--- src/rtl/mem_stage_pkg.sv ---
// mem_stage_pkg: shared widths, access-size and FSM encodings, and the
// fixed-field payload layouts of the EX->MEM and MEM->WB buses.
// The opaque pass-through field (PASS_W bits) sits above the fixed fields
// on both buses.
package mem_stage_pkg;

  localparam int unsigned PASS_W_DEF  = 256;
  localparam int unsigned EX_FIELDS_W = 171;
  localparam int unsigned WB_FIELDS_W = 102;

  function automatic int unsigned ex_to_mem_width(input int unsigned pass_w);
    return pass_w + EX_FIELDS_W;
  endfunction

  function automatic int unsigned mem_to_wb_width(input int unsigned pass_w);
    return pass_w + WB_FIELDS_W;
  endfunction

  typedef enum logic [1:0] {
    SIZE_B = 2'b00,
    SIZE_H = 2'b01,
    SIZE_W = 2'b10,
    SIZE_D = 2'b11
  } mem_size_e;

  typedef enum logic [2:0] {
    ST_IDLE   = 3'd0,
    ST_REQ    = 3'd1,
    ST_WAIT   = 3'd2,
    ST_DONE   = 3'd3,
    ST_CANCEL = 3'd4
  } mem_state_e;

  // Fixed part of the EX->MEM bus, MSB first.
  typedef struct packed {
    logic [31:0] pc;
    logic        reg_wen;
    logic [4:0]  rd;
    logic [63:0] alu_result;
    logic [63:0] store_data;
    logic        mem_read;
    logic        mem_write;
    mem_size_e   mem_size;
    logic        mem_unsigned;
  } ex_fields_t;

  // Fixed part of the MEM->WB bus, MSB first.
  typedef struct packed {
    logic [31:0] pc;
    logic        reg_wen;
    logic [4:0]  rd;
    logic [63:0] reg_wdata;
  } wb_fields_t;

endpackage

--- src/rtl/mem_stage_if.sv ---
// mem_stage_if: all handshake and bus signals around the MEM stage.
//   EX side : ex_to_mem_valid, ex_to_mem_bus -> MEM ; mem_allowin <- MEM
//   WB side : mem_to_wb_valid, mem_to_wb_bus <- MEM ; wb_allowin -> MEM
//   control : mem_flush -> MEM
//   memory  : data_req_* <- MEM ; data_req_ready, data_resp_* -> MEM
//   hazard  : mem_fwd_valid, mem_fwd_rd <- MEM
// master = the MEM stage, slave = its environment.
interface mem_stage_if #(
  parameter int unsigned PASS_W = mem_stage_pkg::PASS_W_DEF
);
  import mem_stage_pkg::*;

  localparam int unsigned EX_W = ex_to_mem_width(PASS_W);
  localparam int unsigned WB_W = mem_to_wb_width(PASS_W);

  logic            ex_to_mem_valid;
  logic            mem_allowin;
  logic [EX_W-1:0] ex_to_mem_bus;
  logic            mem_to_wb_valid;
  logic            wb_allowin;
  logic [WB_W-1:0] mem_to_wb_bus;
  logic            mem_flush;
  logic            data_req_valid;
  logic            data_req_ready;
  logic            data_req_we;
  logic [63:0]     data_req_addr;
  logic [63:0]     data_req_wdata;
  logic [7:0]      data_req_wstrb;
  logic            data_resp_valid;
  logic [63:0]     data_resp_rdata;
  logic            mem_fwd_valid;
  logic [4:0]      mem_fwd_rd;

  modport master (
    input  ex_to_mem_valid, ex_to_mem_bus, wb_allowin, mem_flush,
           data_req_ready, data_resp_valid, data_resp_rdata,
    output mem_allowin, mem_to_wb_valid, mem_to_wb_bus,
           data_req_valid, data_req_we, data_req_addr, data_req_wdata,
           data_req_wstrb, mem_fwd_valid, mem_fwd_rd
  );

  modport slave (
    output ex_to_mem_valid, ex_to_mem_bus, wb_allowin, mem_flush,
           data_req_ready, data_resp_valid, data_resp_rdata,
    input  mem_allowin, mem_to_wb_valid, mem_to_wb_bus,
           data_req_valid, data_req_we, data_req_addr, data_req_wdata,
           data_req_wstrb, mem_fwd_valid, mem_fwd_rd
  );

endinterface

--- src/rtl/mem_stage_load_align.sv ---
// mem_load_align: byte-lane steering for the data port (combinational).
//   rdata_i/off_i/size_i/uns_i -> ld_data_o : lane-selected, extended load
//   sdata_i/off_i/size_i       -> st_wdata_o, st_wstrb_o : store lanes
// Only naturally aligned accesses are meaningful.
module mem_load_align
  import mem_stage_pkg::*;
(
  input  logic [63:0] rdata_i,
  input  logic [2:0]  off_i,
  input  mem_size_e   size_i,
  input  logic        uns_i,
  input  logic [63:0] sdata_i,
  output logic [63:0] ld_data_o,
  output logic [63:0] st_wdata_o,
  output logic [7:0]  st_wstrb_o
);

  logic [63:0] shifted;
  logic [7:0]  mask;

  // Bring the addressed lane down to bit 0.
  assign shifted = rdata_i >> {off_i, 3'b000};

  // Load extension by access size.
  always_comb begin
    ld_data_o = shifted;
    unique case (size_i)
      SIZE_B:  ld_data_o = uns_i ? {56'd0, shifted[7:0]}  : {{56{shifted[7]}},  shifted[7:0]};
      SIZE_H:  ld_data_o = uns_i ? {48'd0, shifted[15:0]} : {{48{shifted[15]}}, shifted[15:0]};
      SIZE_W:  ld_data_o = uns_i ? {32'd0, shifted[31:0]} : {{32{shifted[31]}}, shifted[31:0]};
      SIZE_D:  ld_data_o = shifted;
      default: ld_data_o = shifted;
    endcase
  end

  // Store byte-enable template before lane shift.
  always_comb begin
    mask = 8'hFF;
    unique case (size_i)
      SIZE_B:  mask = 8'h01;
      SIZE_H:  mask = 8'h03;
      SIZE_W:  mask = 8'h0F;
      SIZE_D:  mask = 8'hFF;
      default: mask = 8'hFF;
    endcase
  end

  assign st_wdata_o = sdata_i << {off_i, 3'b000};
  assign st_wstrb_o = mask << off_i;

endmodule

--- src/rtl/mem_stage.sv ---
// mem_stage: MEM pipeline stage. Latches an instruction from EX, issues a
// data-memory request for loads/stores, waits for the response/ack, aligns
// load data and presents the result to WB under valid/allowin handshake.
//   clk, rst : clock, synchronous active-high reset
//   io       : mem_stage_if.master (EX, WB, flush, data port, hazard taps)
module mem_stage #(
  parameter int unsigned PASS_W = mem_stage_pkg::PASS_W_DEF
) (
  input logic       clk,
  input logic       rst,
  mem_stage_if.master io
);
  import mem_stage_pkg::*;

  localparam int unsigned EX_W = ex_to_mem_width(PASS_W);

  mem_state_e        state_q;
  logic              mem_valid_q;
  logic [PASS_W-1:0] pass_q;
  ex_fields_t        ex_q;
  logic [63:0]       reg_wdata_q;

  logic [PASS_W-1:0] pass_in;
  ex_fields_t        ex_in;
  logic              in_is_mem;
  logic              ready_go;
  logic              allowin;
  logic              accept;
  logic              req_valid;
  logic [63:0]       ld_data;
  logic [63:0]       st_wdata;
  logic [7:0]        st_wstrb;

  assign pass_in   = io.ex_to_mem_bus[EX_W-1 -: PASS_W];
  assign ex_in     = ex_fields_t'(io.ex_to_mem_bus[EX_FIELDS_W-1:0]);
  assign in_is_mem = ex_in.mem_read || ex_in.mem_write;

  // CANCEL blocks new entries until the orphaned response drains.
  assign ready_go  = (state_q == ST_DONE);
  assign allowin   = (state_q != ST_CANCEL) && (!mem_valid_q || (ready_go && io.wb_allowin));
  assign accept    = io.ex_to_mem_valid && allowin && !io.mem_flush;
  assign req_valid = (state_q == ST_REQ) && mem_valid_q && !io.mem_flush;

  mem_load_align u_align (
    .rdata_i    (io.data_resp_rdata),
    .off_i      (ex_q.alu_result[2:0]),
    .size_i     (ex_q.mem_size),
    .uns_i      (ex_q.mem_unsigned),
    .sdata_i    (ex_q.store_data),
    .ld_data_o  (ld_data),
    .st_wdata_o (st_wdata),
    .st_wstrb_o (st_wstrb)
  );

  // Stage FSM and payload registers.
  always_ff @(posedge clk) begin
    if (rst) begin
      state_q     <= ST_IDLE;
      mem_valid_q <= 1'b0;
      pass_q      <= '0;
      ex_q        <= '0;
      reg_wdata_q <= '0;
    end else begin
      unique case (state_q)
        ST_IDLE, ST_DONE: begin
          if (io.mem_flush) begin
            state_q     <= ST_IDLE;
            mem_valid_q <= 1'b0;
          end else if (accept) begin
            mem_valid_q <= 1'b1;
            pass_q      <= pass_in;
            ex_q        <= ex_in;
            reg_wdata_q <= ex_in.alu_result;
            state_q     <= in_is_mem ? ST_REQ : ST_DONE;
          end else if ((state_q == ST_DONE) && io.wb_allowin) begin
            state_q     <= ST_IDLE;
            mem_valid_q <= 1'b0;
          end
        end
        ST_REQ: begin
          if (io.mem_flush) begin
            state_q     <= ST_IDLE;
            mem_valid_q <= 1'b0;
          end else if (io.data_req_ready) begin
            state_q <= ST_WAIT;
          end
        end
        ST_WAIT: begin
          if (io.mem_flush) begin
            // A response arriving with the flush has nothing left to drain.
            mem_valid_q <= 1'b0;
            state_q     <= io.data_resp_valid ? ST_IDLE : ST_CANCEL;
          end else if (io.data_resp_valid) begin
            reg_wdata_q <= ex_q.mem_read ? ld_data : ex_q.alu_result;
            state_q     <= ST_DONE;
          end
        end
        ST_CANCEL: begin
          if (io.data_resp_valid) state_q <= ST_IDLE;
        end
        default: begin
          state_q     <= ST_IDLE;
          mem_valid_q <= 1'b0;
        end
      endcase
    end
  end

  assign io.mem_allowin     = allowin;
  assign io.mem_to_wb_valid = mem_valid_q && ready_go && !io.mem_flush;
  assign io.mem_to_wb_bus   = {pass_q, ex_q.pc, ex_q.reg_wen, ex_q.rd, reg_wdata_q};

  assign io.data_req_valid  = req_valid;
  assign io.data_req_we     = req_valid && ex_q.mem_write;
  assign io.data_req_addr   = ex_q.alu_result;
  assign io.data_req_wdata  = st_wdata;
  assign io.data_req_wstrb  = req_valid ? st_wstrb : 8'h00;

  assign io.mem_fwd_valid   = mem_valid_q && ex_q.reg_wen;
  assign io.mem_fwd_rd      = ex_q.rd;

endmodule
--- src/flat_wrapper.sv ---
// flat-port wrapper written by rule: the top's interface ports become plain ports
module mem_stage_flat import mem_stage_pkg::*;
#(
  parameter int unsigned PASS_W = mem_stage_pkg::PASS_W_DEF
)
  (clk, rst, io_ex_to_mem_valid, io_ex_to_mem_bus, io_wb_allowin, io_mem_flush, io_data_req_ready, io_data_resp_valid, io_data_resp_rdata, io_mem_allowin, io_mem_to_wb_valid, io_mem_to_wb_bus, io_data_req_valid, io_data_req_we, io_data_req_addr, io_data_req_wdata, io_data_req_wstrb, io_mem_fwd_valid, io_mem_fwd_rd);
  mem_stage_if #(.PASS_W(PASS_W)) io_i ();
  input logic clk;
  input logic rst;
  input wire logic [$bits(io_i.ex_to_mem_valid)-1:0] io_ex_to_mem_valid;
  input wire logic [$bits(io_i.ex_to_mem_bus)-1:0] io_ex_to_mem_bus;
  input wire logic [$bits(io_i.wb_allowin)-1:0] io_wb_allowin;
  input wire logic [$bits(io_i.mem_flush)-1:0] io_mem_flush;
  input wire logic [$bits(io_i.data_req_ready)-1:0] io_data_req_ready;
  input wire logic [$bits(io_i.data_resp_valid)-1:0] io_data_resp_valid;
  input wire logic [$bits(io_i.data_resp_rdata)-1:0] io_data_resp_rdata;
  output wire logic [$bits(io_i.mem_allowin)-1:0] io_mem_allowin;
  output wire logic [$bits(io_i.mem_to_wb_valid)-1:0] io_mem_to_wb_valid;
  output wire logic [$bits(io_i.mem_to_wb_bus)-1:0] io_mem_to_wb_bus;
  output wire logic [$bits(io_i.data_req_valid)-1:0] io_data_req_valid;
  output wire logic [$bits(io_i.data_req_we)-1:0] io_data_req_we;
  output wire logic [$bits(io_i.data_req_addr)-1:0] io_data_req_addr;
  output wire logic [$bits(io_i.data_req_wdata)-1:0] io_data_req_wdata;
  output wire logic [$bits(io_i.data_req_wstrb)-1:0] io_data_req_wstrb;
  output wire logic [$bits(io_i.mem_fwd_valid)-1:0] io_mem_fwd_valid;
  output wire logic [$bits(io_i.mem_fwd_rd)-1:0] io_mem_fwd_rd;
  assign io_i.ex_to_mem_valid = io_ex_to_mem_valid;
  assign io_i.ex_to_mem_bus = io_ex_to_mem_bus;
  assign io_i.wb_allowin = io_wb_allowin;
  assign io_i.mem_flush = io_mem_flush;
  assign io_i.data_req_ready = io_data_req_ready;
  assign io_i.data_resp_valid = io_data_resp_valid;
  assign io_i.data_resp_rdata = io_data_resp_rdata;
  assign io_mem_allowin = io_i.mem_allowin;
  assign io_mem_to_wb_valid = io_i.mem_to_wb_valid;
  assign io_mem_to_wb_bus = io_i.mem_to_wb_bus;
  assign io_data_req_valid = io_i.data_req_valid;
  assign io_data_req_we = io_i.data_req_we;
  assign io_data_req_addr = io_i.data_req_addr;
  assign io_data_req_wdata = io_i.data_req_wdata;
  assign io_data_req_wstrb = io_i.data_req_wstrb;
  assign io_mem_fwd_valid = io_i.mem_fwd_valid;
  assign io_mem_fwd_rd = io_i.mem_fwd_rd;
  mem_stage #(.PASS_W(PASS_W)) u_core (.clk(clk), .rst(rst), .io(io_i));
endmodule
--- config.mk ---
export PLATFORM = sky130hd
export DESIGN_NAME = mem_stage_flat
export DESIGN_NICKNAME = d
export VERILOG_FILES = /design/src/rtl/mem_stage_pkg.sv /design/src/rtl/mem_stage_if.sv /design/src/rtl/mem_stage_load_align.sv /design/src/rtl/mem_stage.sv /design/src/flat_wrapper.sv
export SDC_FILE = /design/constraint.sdc
export NUM_CORES = 1
export LEC_CHECK = 0
export CORE_AREA = 5 5 392 394
export CTS_CLUSTER_DIAMETER = 80
export DETAILED_ROUTE_END_ITERATION = 10
export DIE_AREA = 0 0 397 399
export HOLD_SLACK_MARGIN = 0.1
export PLACE_DENSITY = 0.48
export RECOVER_POWER = 50
export SYNTH_ARGS = -nofsm -noshare
export SYNTH_HDL_FRONTEND = slang
export SYNTH_SLANG_ARGS = --single-unit
--- constraint.sdc ---
create_clock -name clk -period 4.7 [get_ports clk]
set_input_delay 1.41 -clock clk [delete_from_list [all_inputs] [get_ports clk]]
set_output_delay 1.41 -clock clk [all_outputs]
set_load 0.05 [all_outputs]
==> results.txt, run 1 <==
- After synthesis, the share of cell area in mux cells is 0.0928.
* Worst EP required: 3.29 ns
- IR analysis of the VDD net gives a maximum drop of 0.295 mV.
- Detailed Route WL: 138,000 um
- Number of antenna violations at the first check in global routing: 49
* Library cell appearing most often on the critical path: sky130_fd_sc_hd__buf_12
* Compound-cell area share of the yosys netlist: 0.208
- The critical path is of the input pin to output port type.
- The number of max-slew violations in the final report came to 181.
- The first global-routing pass estimated 187,000 um of wire.
- Total gr overflow: 0
* Worst setup EP type: output port
- Of the total synthesized cell area, the portion taken by full adders, half adders and majority gates is 0.
* Growth of design area from synthesis to finish: 61.6%
* Normalized max-slew margin: -0.246
- Main combinational cell family by area after synthesis: compound AO/OA/AOI/OAI gates
- For the pin with the worst max-slew slack, the measured transition is 1.87 ns.
* Number of cell rows: 142
- Summing every instance area after synthesis gives 0.0232 mm^2.
* Cell count after synthesis: 2,966
* Share of async-settable or async-resettable flops after synthesis: 0
* Setup TNS after final layout: 0 ns
* Register bit count reported by yosys: 495
* Largest net degree at the start of global routing: 180
- CTS built an H-tree with a depth of 3.
- Drt first-iter violations: 1,806
- The via count of the first global-routing pass is 23.6k.
- Slowest CP cell: sky130_fd_sc_hd__clkdlybuf4s50_1
* Final clock skew: 0.0313 ns
- Root Driver: sky130_fd_sc_hd__clkbuf_16
- Count of buffers from port buffering: 1,001
- Across every metal layer, demand over resource in global routing totals 0.163.
- The net count of the finished layout is 4,249.
- In this run the deepest clock path goes through 3 buffers.
- Clock-pin slew was measured on the worst setup and hold paths at 0.05 ns.
* Number of ports placed on the die boundary: 1,002
* Sort of element at the start of the critical path: input pin
- Proportion of layout cells with a drive suffix above 1: 0.0854
- Ratio of routed vias to standard cells: 4.24
- Data on the critical path arrives at its endpoint at 3.13 ns.
- After synthesis, the cell types taking the most area are sky130_fd_sc_hd__dfxtp_1, sky130_fd_sc_hd__nand2_1, sky130_fd_sc_hd__a21oi_1, sky130_fd_sc_hd__mux2i_1, sky130_fd_sc_hd__buf_4.
- Result of the run: complete, but fails checks
- Core Region: 0.149 mm^2
- Post-synthesis average cell area: 7.83 um^2
* Synthesized-area fraction occupied by and/or/nand/nor cells: 0.188
- Counting flops with a built-in enable in the synthesized netlist gives 0.
* Average wire per standard cell: 23.7 um
- Setup violations remaining at the end of the flow were counted as 0.
* Clk sink count: 495
- Cell chain of the critical path: clkdlybuf4s50_1 -> nor2_1 -> nand3_1 -> buf_12 -> nor3_1 -> buf_12
* Overall power: 13,600 uW
- The checks that failed: capacitance limit, slew limit.
* Clock tree from TritonCTS: done
- Dividing the final minimum period by the clock period gives 0.966.
- For this configuration, the core starts out at a cell density of 0.155.
- Unrepaired setup endpoints after global routing: false
- Met3 GRT Util: 0.0694
- Height of the die: 399 um
- Routability-driven placement finished with a final weighted congestion of 0.851.
* Sequential-to-total area share from yosys stat: 0.427
- Achievable Freq: 0.220 GHz
- Clock buffer count from CTS: 74
* Post-CTS setup buffer count: 0
- The routed layout has 24.7k vias.
- For met2 alone, demand over resource in global routing was 0.278.
- Of the total synthesized cell area, the portion taken by XOR and XNOR cells is 0.
- Hold violation total from the final report: 0
- Number of design rule violations left after detail routing: 0
- In this run the remaining antenna-violating nets after routing total 0.
- Die area: 0.158 mm^2
* Number of synthesis warnings: 0
- Of all cell types, the one taking the most synthesized area is sky130_fd_sc_hd__dfxtp_1.
- Measured along the x axis, the die boundary spans 397 um.
- The tightest min-delay check is of the flip-flop to flip-flop type.
* Total power divided by cell area: 362 mW/mm^2
* First-pass iteration count of the detailed router: 5
- Main synth FF type: sky130_fd_sc_hd__dfxtp_1
- Max-capacitance violation count: 3
* GR met1 Demand/Resource: 0.190
- The synthesized netlist contains 63 unique library cells.
- The number of nets in the synthesized netlist is 3,464.
- Clock period minus final worst setup slack: 4.54 ns
- Busiest layer in global routing: met2
- Along the worst path, the maximum fanout reaches 8.
* Worst-skew pair later-pin latency: 0.64 ns
- Delay of the slowest cell on the worst path: 0.47 ns
- Fraction of synthesized cell area taken by the top area cell type: 0.427
- For this design the static power due to leakage is 0.0127 uW.
- Placed wire-length estimate: 108,000 um
[metal layers]
layer  share of wire  vias up
li1                -    11665
met1            0.40    11862
met2            0.48      969
met3           0.098      187
met4           0.022       52
met5          0.0024        -
[cells in the final DEF (no fill, tap or decap), types with 6 or more instances in the layout]
cell type	instances
sky130_fd_sc_hd__nand2_1	898
sky130_fd_sc_hd__clkdlybuf4s50_1	875
sky130_fd_sc_hd__dfxtp_1	491
sky130_fd_sc_hd__a21oi_1	472
sky130_fd_sc_hd__mux2i_1	121
sky130_fd_sc_hd__o21ai_0	117
sky130_fd_sc_hd__clkbuf_16	74
sky130_fd_sc_hd__nor2_1	70
sky130_fd_sc_hd__dlygate4sd3_1	63
sky130_fd_sc_hd__buf_12	60
sky130_fd_sc_hd__buf_4	60
sky130_fd_sc_hd__o22ai_1	45
sky130_fd_sc_hd__a211oi_1	40
sky130_fd_sc_hd__mux2_2	32
sky130_fd_sc_hd__a22oi_1	32
sky130_fd_sc_hd__o2111ai_1	30
sky130_fd_sc_hd__and2_1	29
sky130_fd_sc_hd__o211ai_1	23
sky130_fd_sc_hd__mux4_2	23
sky130_fd_sc_hd__nand3_1	21
sky130_fd_sc_hd__o221ai_1	20
sky130_fd_sc_hd__clkbuf_1	20
sky130_fd_sc_hd__a21o_1	19
sky130_fd_sc_hd__clkbuf_8	16
sky130_fd_sc_hd__diode_2	14
sky130_fd_sc_hd__inv_1	13
sky130_fd_sc_hd__nand2b_1	13
sky130_fd_sc_hd__nor3_1	12
sky130_fd_sc_hd__and3_1	9
sky130_fd_sc_hd__nor2b_1	8
sky130_fd_sc_hd__inv_6	7
sky130_fd_sc_hd__clkbuf_2	6
[metrics by stage]
stage	worst slack [ns]	area [um^2]	util	cells	hold WS, ns
final	0.159	37500	0.251	5837	0.449
after global placement	0.0687	35200	0.235	5691	0.441
after detailed placement	0.0665	35200	0.235	5691	0.446
after global routing	0.0138	37500	0.251	5827	0.461
after CTS	0.0507	37600	0.252	5823	0.453
after floorplan	0.0673	23200	-	2966	0.432
[state kept, by name, summed over array words and instances, names as in the netlist]
register / cells
u_core.io.data_req_addr: 64
u_core.io.mem_fwd_rd: 5
u_core.state_q: 3
u_core.ex_q: 69
u_core.reg_wdata_q: 64
u_core.io.mem_to_wb_bus: 33
u_core.pass_q: 256
u_core.mem_valid_q: 1
[worst max-delay path: cells and delay by family]
| family | cells | cell delay [ns] |
|---|---|---|
| buffers and inverters | 3 | 0.90 |
| and+or+nand+nor | 3 | 0.80 |
[cell usage after synthesis (2+ instances only)]
cell type	number
sky130_fd_sc_hd__nor3b_1	5
sky130_fd_sc_hd__and3_1	9
sky130_fd_sc_hd__buf_1	13
sky130_fd_sc_hd__buf_6	3
sky130_fd_sc_hd__o211ai_1	23
sky130_fd_sc_hd__nand3_1	21
sky130_fd_sc_hd__o221ai_1	20
sky130_fd_sc_hd__a311oi_1	3
sky130_fd_sc_hd__o22ai_1	45
sky130_fd_sc_hd__a21o_1	19
sky130_fd_sc_hd__o21a_1	2
sky130_fd_sc_hd__nand2b_1	13
sky130_fd_sc_hd__o32ai_1	2
sky130_fd_sc_hd__nor2_1	70
sky130_fd_sc_hd__or2_2	3
sky130_fd_sc_hd__or2_1	2
sky130_fd_sc_hd__mux2_2	32
sky130_fd_sc_hd__nand3b_1	2
sky130_fd_sc_hd__clkbuf_1	165
sky130_fd_sc_hd__or3_1	2
sky130_fd_sc_hd__a2111oi_0	4
sky130_fd_sc_hd__mux2i_1	121
sky130_fd_sc_hd__a21oi_1	472
sky130_fd_sc_hd__o21ai_0	118
sky130_fd_sc_hd__a2111oi_2	2
sky130_fd_sc_hd__dfxtp_1	495
sky130_fd_sc_hd__buf_4	118
sky130_fd_sc_hd__o21bai_1	3
sky130_fd_sc_hd__nor4_1	2
sky130_fd_sc_hd__a22oi_1	32
sky130_fd_sc_hd__o2111ai_1	30
sky130_fd_sc_hd__mux4_1	2
sky130_fd_sc_hd__a221oi_1	2
sky130_fd_sc_hd__nor3_1	12
sky130_fd_sc_hd__inv_1	13
sky130_fd_sc_hd__nor2b_1	8
sky130_fd_sc_hd__mux4_2	23
sky130_fd_sc_hd__and2_1	29
sky130_fd_sc_hd__a211oi_1	40
sky130_fd_sc_hd__buf_2	66
sky130_fd_sc_hd__nand2_1	898
[power breakdown]
group	switching, uW	internal (uW)	total [uW]	leakage [uW]
Sequential	204	4450	4650	0.00404
Clock	2260	3360	5620	0.00120
Combinational	2100	1210	3310	0.00746
Total	4560	9020	13600	0.0127
[area by class of cell]
class / count / area, um^2
sequential: 495 / 9920
fill: 16257 / 112000
multi-input combinational: 2092 / 11400
clock inverter: 27 / 352
tap: 2016 / 2520
timing repair buffer: 1074 / 11100
inverter: 14 / 52.6
clock buffer: 105 / 2130
antenna: 14 / 35.0
[timing repair]
action / in CTS / in global routing
endpoints found under the hold margin: 0 / 0
endpoints found under the setup margin: 0 / 1
resized for setup: 0 / 1
hold buffers: 0 / 0
[final timing paths]
path	to	cells past startpoint	from	slack, ns
min reg2reg	u_core.pass_q[184]	2	u_core.pass_q[184]	0.45
max	io_data_req_wstrb[5]	6	io_mem_flush	0.16
min	u_core.pass_q[184]	2	u_core.pass_q[184]	0.45
max reg2reg	u_core.io.data_req_addr[19]	8	u_core.state_q[0]	0.74
[cells by family (layout without fill, tap and decap cells)]
logic type	after synthesis	count (layout)
flops	495	495
simple gates	1083	1083
compound gates	830	830
other cells	0	14
buf+inv	379	1220
mux	179	179
No activity file was read; power rests on OpenSTA's default activity.
==> inputs of run 2 (changes only) <==
--- a/config.mk
+++ b/config.mk
@@ -5,12 +5,12 @@
 export SDC_FILE = /design/constraint.sdc
 export NUM_CORES = 1
 export LEC_CHECK = 0
-export CORE_AREA = 5 5 392 394
+export CORE_AREA = 5 5 382 384
 export CTS_CLUSTER_DIAMETER = 80
 export DETAILED_ROUTE_END_ITERATION = 10
-export DIE_AREA = 0 0 397 399
+export DIE_AREA = 0 0 387 389
 export HOLD_SLACK_MARGIN = 0.1
-export PLACE_DENSITY = 0.48
+export PLACE_DENSITY = 0.49
 export RECOVER_POWER = 50
 export SYNTH_ARGS = -nofsm -noshare
 export SYNTH_HDL_FRONTEND = slang
==> results.txt, run 2 (synthesis results as in run 1) <==
* Worst Setup Path Type: input pin to output port
- The tightest slew margin relative to the limit was -0.267 (-0.0216).
- Sort of element at the start of the critical path: input pin
- The time the final worst path needs with I/O delays and setup is 4.61 ns (+0.0714 ns).
- Final GP Congestion: 0.844 (-0.90%)
- The number of hold buffers added after CTS is 0 (unchanged).
- Crit path setup slack, layout: 0.0876 ns (-0.0714 ns)
- Relative to the synthesized area, the layout overhead comes to 60.7%.
- The routed via count was 24.6k (-0.42%).
- Final clock skew: 0.0276 ns (-0.00368 ns)
* Count of buffers from port buffering: 1,001 (unchanged)
- Measured slew at the worst slew-check pin: 1.89 ns (+0.0253 ns)
- The number of nets in the layout is 4,246 (-0.071%).
- Proportion of layout cells with a drive suffix above 1: 0.0818 (-0.00359)
- Commonest cells after routing, fill and taps aside: sky130_fd_sc_hd__nand2_1, sky130_fd_sc_hd__clkdlybuf4s50_1, sky130_fd_sc_hd__dfxtp_1, sky130_fd_sc_hd__a21oi_1, sky130_fd_sc_hd__mux2i_1
- u_core.pass_q holds more flip-flops than any other register.
- Initial Utilization: 0.163 (+0.00762)
- The max-cap violation count was 2 (-1).
- Worst reg-to-reg setup slack: 0.91 ns (+0.17 ns)
- The number of max-slew violations in the final report is 48 (-73%).
- The iteration count of the initial detailed-routing pass is 5 (unchanged).
- The part of the total power dissipated in sequential elements was 0.342 (about the same).
* Core Util, Final: 0.262 (+0.0108)
* Final cell count without fillers: 5,721 (-2.0%)
- The vertical die dimension came to 389 um (-2.5%).
- The via density per instance was 4.31 (+1.6%).
* Number of cell rows: 139 (-2.1%)
* Result of the run: complete, but fails checks
- Hold violation total from the final report: 0 (unchanged)
- The share of power burned in combinational logic is 0.244 (about the same).
- The routed length per instance came to 23.8 um (+0.67%).
* Placed wire-length estimate: 105,000 um (-2.6%)
- The post-route antenna net violation count was 0 (unchanged).
- Path category of the worst min-delay check: flip-flop to flip-flop
- The later-pin clock latency in the skew report was 0.66 ns (+0.02 ns).
- The overall die width came to 387 um (-2.5%).
- Worst vdd rail ir drop: 0.211 mV (-29%)
* P_int: 9060 uW (+0.44%)
- The number of antenna violations at the first check in global routing was 40 (-18%).
- The portion of total power attributed to the clock network is 0.414 (about the same).
- Cell count of the worst hold path: 2 (unchanged)
- The largest fanout of any net on the critical path was 8 (unchanged).
- The number of buffers created by CTS was 71 (-4.1%).
- The number of placed cells counting well taps is 5,577 (-2.0%).
- Global routing usage summed across all routing layers: 0.171 (+0.00738)
- Total power divided by cell area: 364 mW/mm^2 (+0.57%)
- Number of flip-flops under the largest register name: 256 (unchanged)
- Static Leak: 0.0126 uW (-0.48%)
* Hold wc startpoint: u_core.pass_q[174]
- FF-to-FF path depth: 7 (-1)
- Post-route fraction of the period consumed by the critical path: 0.981 (+0.0152)
- The final reports fail on capacitance limit, slew limit.
- The DRC marker count from the first detailed-route iteration is 1,598 (-12%).
* Commonest non-fill, non-tap cell in the layout: sky130_fd_sc_hd__nand2_1
- The endpoint identified for the worst register-to-register timing path is u_core.pass_q[52].
- The critical path data arrival time came to 3.20 ns (+0.07 ns).
- The total of endpoints with negative setup slack in the final report was 0 (unchanged).
- TritonCTS built the clock tree.
- The via count of the first global-routing pass is 23.7k (+0.34%).
- The boundary pin count was 1,002 (unchanged).
- The worst hold margin is 0.450 ns (+0.00140 ns).
* Registers with the highest flip-flop counts: u_core.pass_q (256), u_core.ex_q (69)
* Root Driver: sky130_fd_sc_hd__clkbuf_16
- Startpoint of the worst register-to-register path: u_core.state_q[0]
* Wire length of the first global-routing pass: 188,000 um (+0.65%)
- The total length of routed wires was 136,000 um (-1.3%).
- Clock input transition at the sequential cells of the worst setup and hold paths: 0.05 ns (about the same)
* Worst EP required: 3.29 ns (about the same)
- The number of design rule violations left after detail routing is 0 (unchanged).
- The pin count of the biggest net entering global routing is 163 (-9.4%).
* Achievable Freq: 0.217 GHz (-1.5%)
* Unrepaired setup endpoints after global routing: false
- CTS H-tree lvls: 3 (unchanged)
* Sw Pwr: 4520 uW (-0.88%)
- The maximum clock insertion buffer count came to 3 (unchanged).
- Worst setup EP type: output port
- Total gr overflow: 0 (unchanged)
* Number of fill cells: 15.5k (-4.9%)
* Clk sink count: 495 (unchanged)
- Switching share of power: 0.333 (-0.00295)
- Endpoint with the worst hold slack: u_core.pass_q[174]
* Setup WS pre-CTS: -0.0830 ns (-0.149 ns)
- Setup TNS after final layout: 0 ns (unchanged)
- The placeable core area came to 0.142 mm^2 (-4.7%).
* Die area: 0.151 mm^2 (-5.0%)
run 2: changes by cell type in the layout (fill, tap and decap cells not counted), sizes merged:
| cell | delta |
|---|---|
| buf | -21 |
| inv | +3 |
| clkinv | -1 |
| clkbuf | -5 |
| dlygate4sd3 | +2 |
| diode | +1 |
| bufinv | +3 |
| clkdlybuf4s50 | +15 |
run 2: area by class of cell:
class / instances / area, um^2 / share of cell area
sequential: 495 / 9920 / 0.266
clock buffer: 96 / 2040 / 0.0547
tap: 1903 / 2380 / 0.0638
multi-input combinational: 2092 / 11400 / 0.305
inverter: 14 / 52.6 / 0.00141
antenna: 15 / 37.5 / 0.00101
clock inverter: 32 / 399 / 0.0107
timing repair buffer: 1074 / 11100 / 0.297
run 2: worst max-delay path by stage:
| stage | from | to | slack, ns | depth (start not counted) |
|---|---|---|---|---|
| 2_1_floorplan | io_mem_flush | io_data_req_wstrb[1] | 0.07 | 3 |
| 3_3_place_gp | io_mem_flush | io_data_req_wstrb[2] | -0.12 | 6 |
| 3_5_place_dp | io_mem_flush | io_data_req_wstrb[2] | -0.08 | 6 |
| 4_1_cts | io_mem_flush | io_data_req_wstrb[2] | 0.03 | 6 |
| 5_1_grt | io_mem_flush | io_data_req_wstrb[7] | 0.007 | 6 |
| 6_report | io_mem_flush | io_data_req_wstrb[6] | 0.09 | 6 |
run 2: per-stage QoR:
step	power, uW	area, um^2
global route	14200	37300
CTS	13900	37400
detailed placement	8110	35000
floorplan	6530	23200
global placement	8100	35000
finish	13600	37300
run 2: timing repair:
item,in CTS,in global routing
setup buffers,1,0
endpoints found under the setup margin,7,2
gates resized for setup,2,2
run 2: per-layer routing:
| metal | track usage | up-vias | wire length [um] |
|---|---|---|---|
| li1 | - | 11659 | - |
| met1 | 0.204 | 11882 | 55400 |
| met2 | 0.289 | 878 | 65400 |
| met3 | 0.0691 | 179 | 12500 |
| met4 | 0.0371 | 34 | 2760 |
| met5 | 0 | - | 221 |
run 2: power by group through the flow:
stage | sequential (uW) | clock, uW | combinational, uW
detailed placement | 4740 | 0 | 3370
CTS | 4650 | 5850 | 3390
floorplan | 5220 | 0 | 1310
finish | 4650 | 5630 | 3310
global placement | 4730 | 0 | 3370
global route | 4680 | 6010 | 3490
run 2: critical path, stage by stage:
cell,delay (ns)
sky130_fd_sc_hd__clkdlybuf4s50_1,0.49
sky130_fd_sc_hd__nor2_1,0.21
sky130_fd_sc_hd__nand3_2,0.25
sky130_fd_sc_hd__buf_4,0.29
sky130_fd_sc_hd__a2111oi_2,0.34
sky130_fd_sc_hd__buf_12,0.20
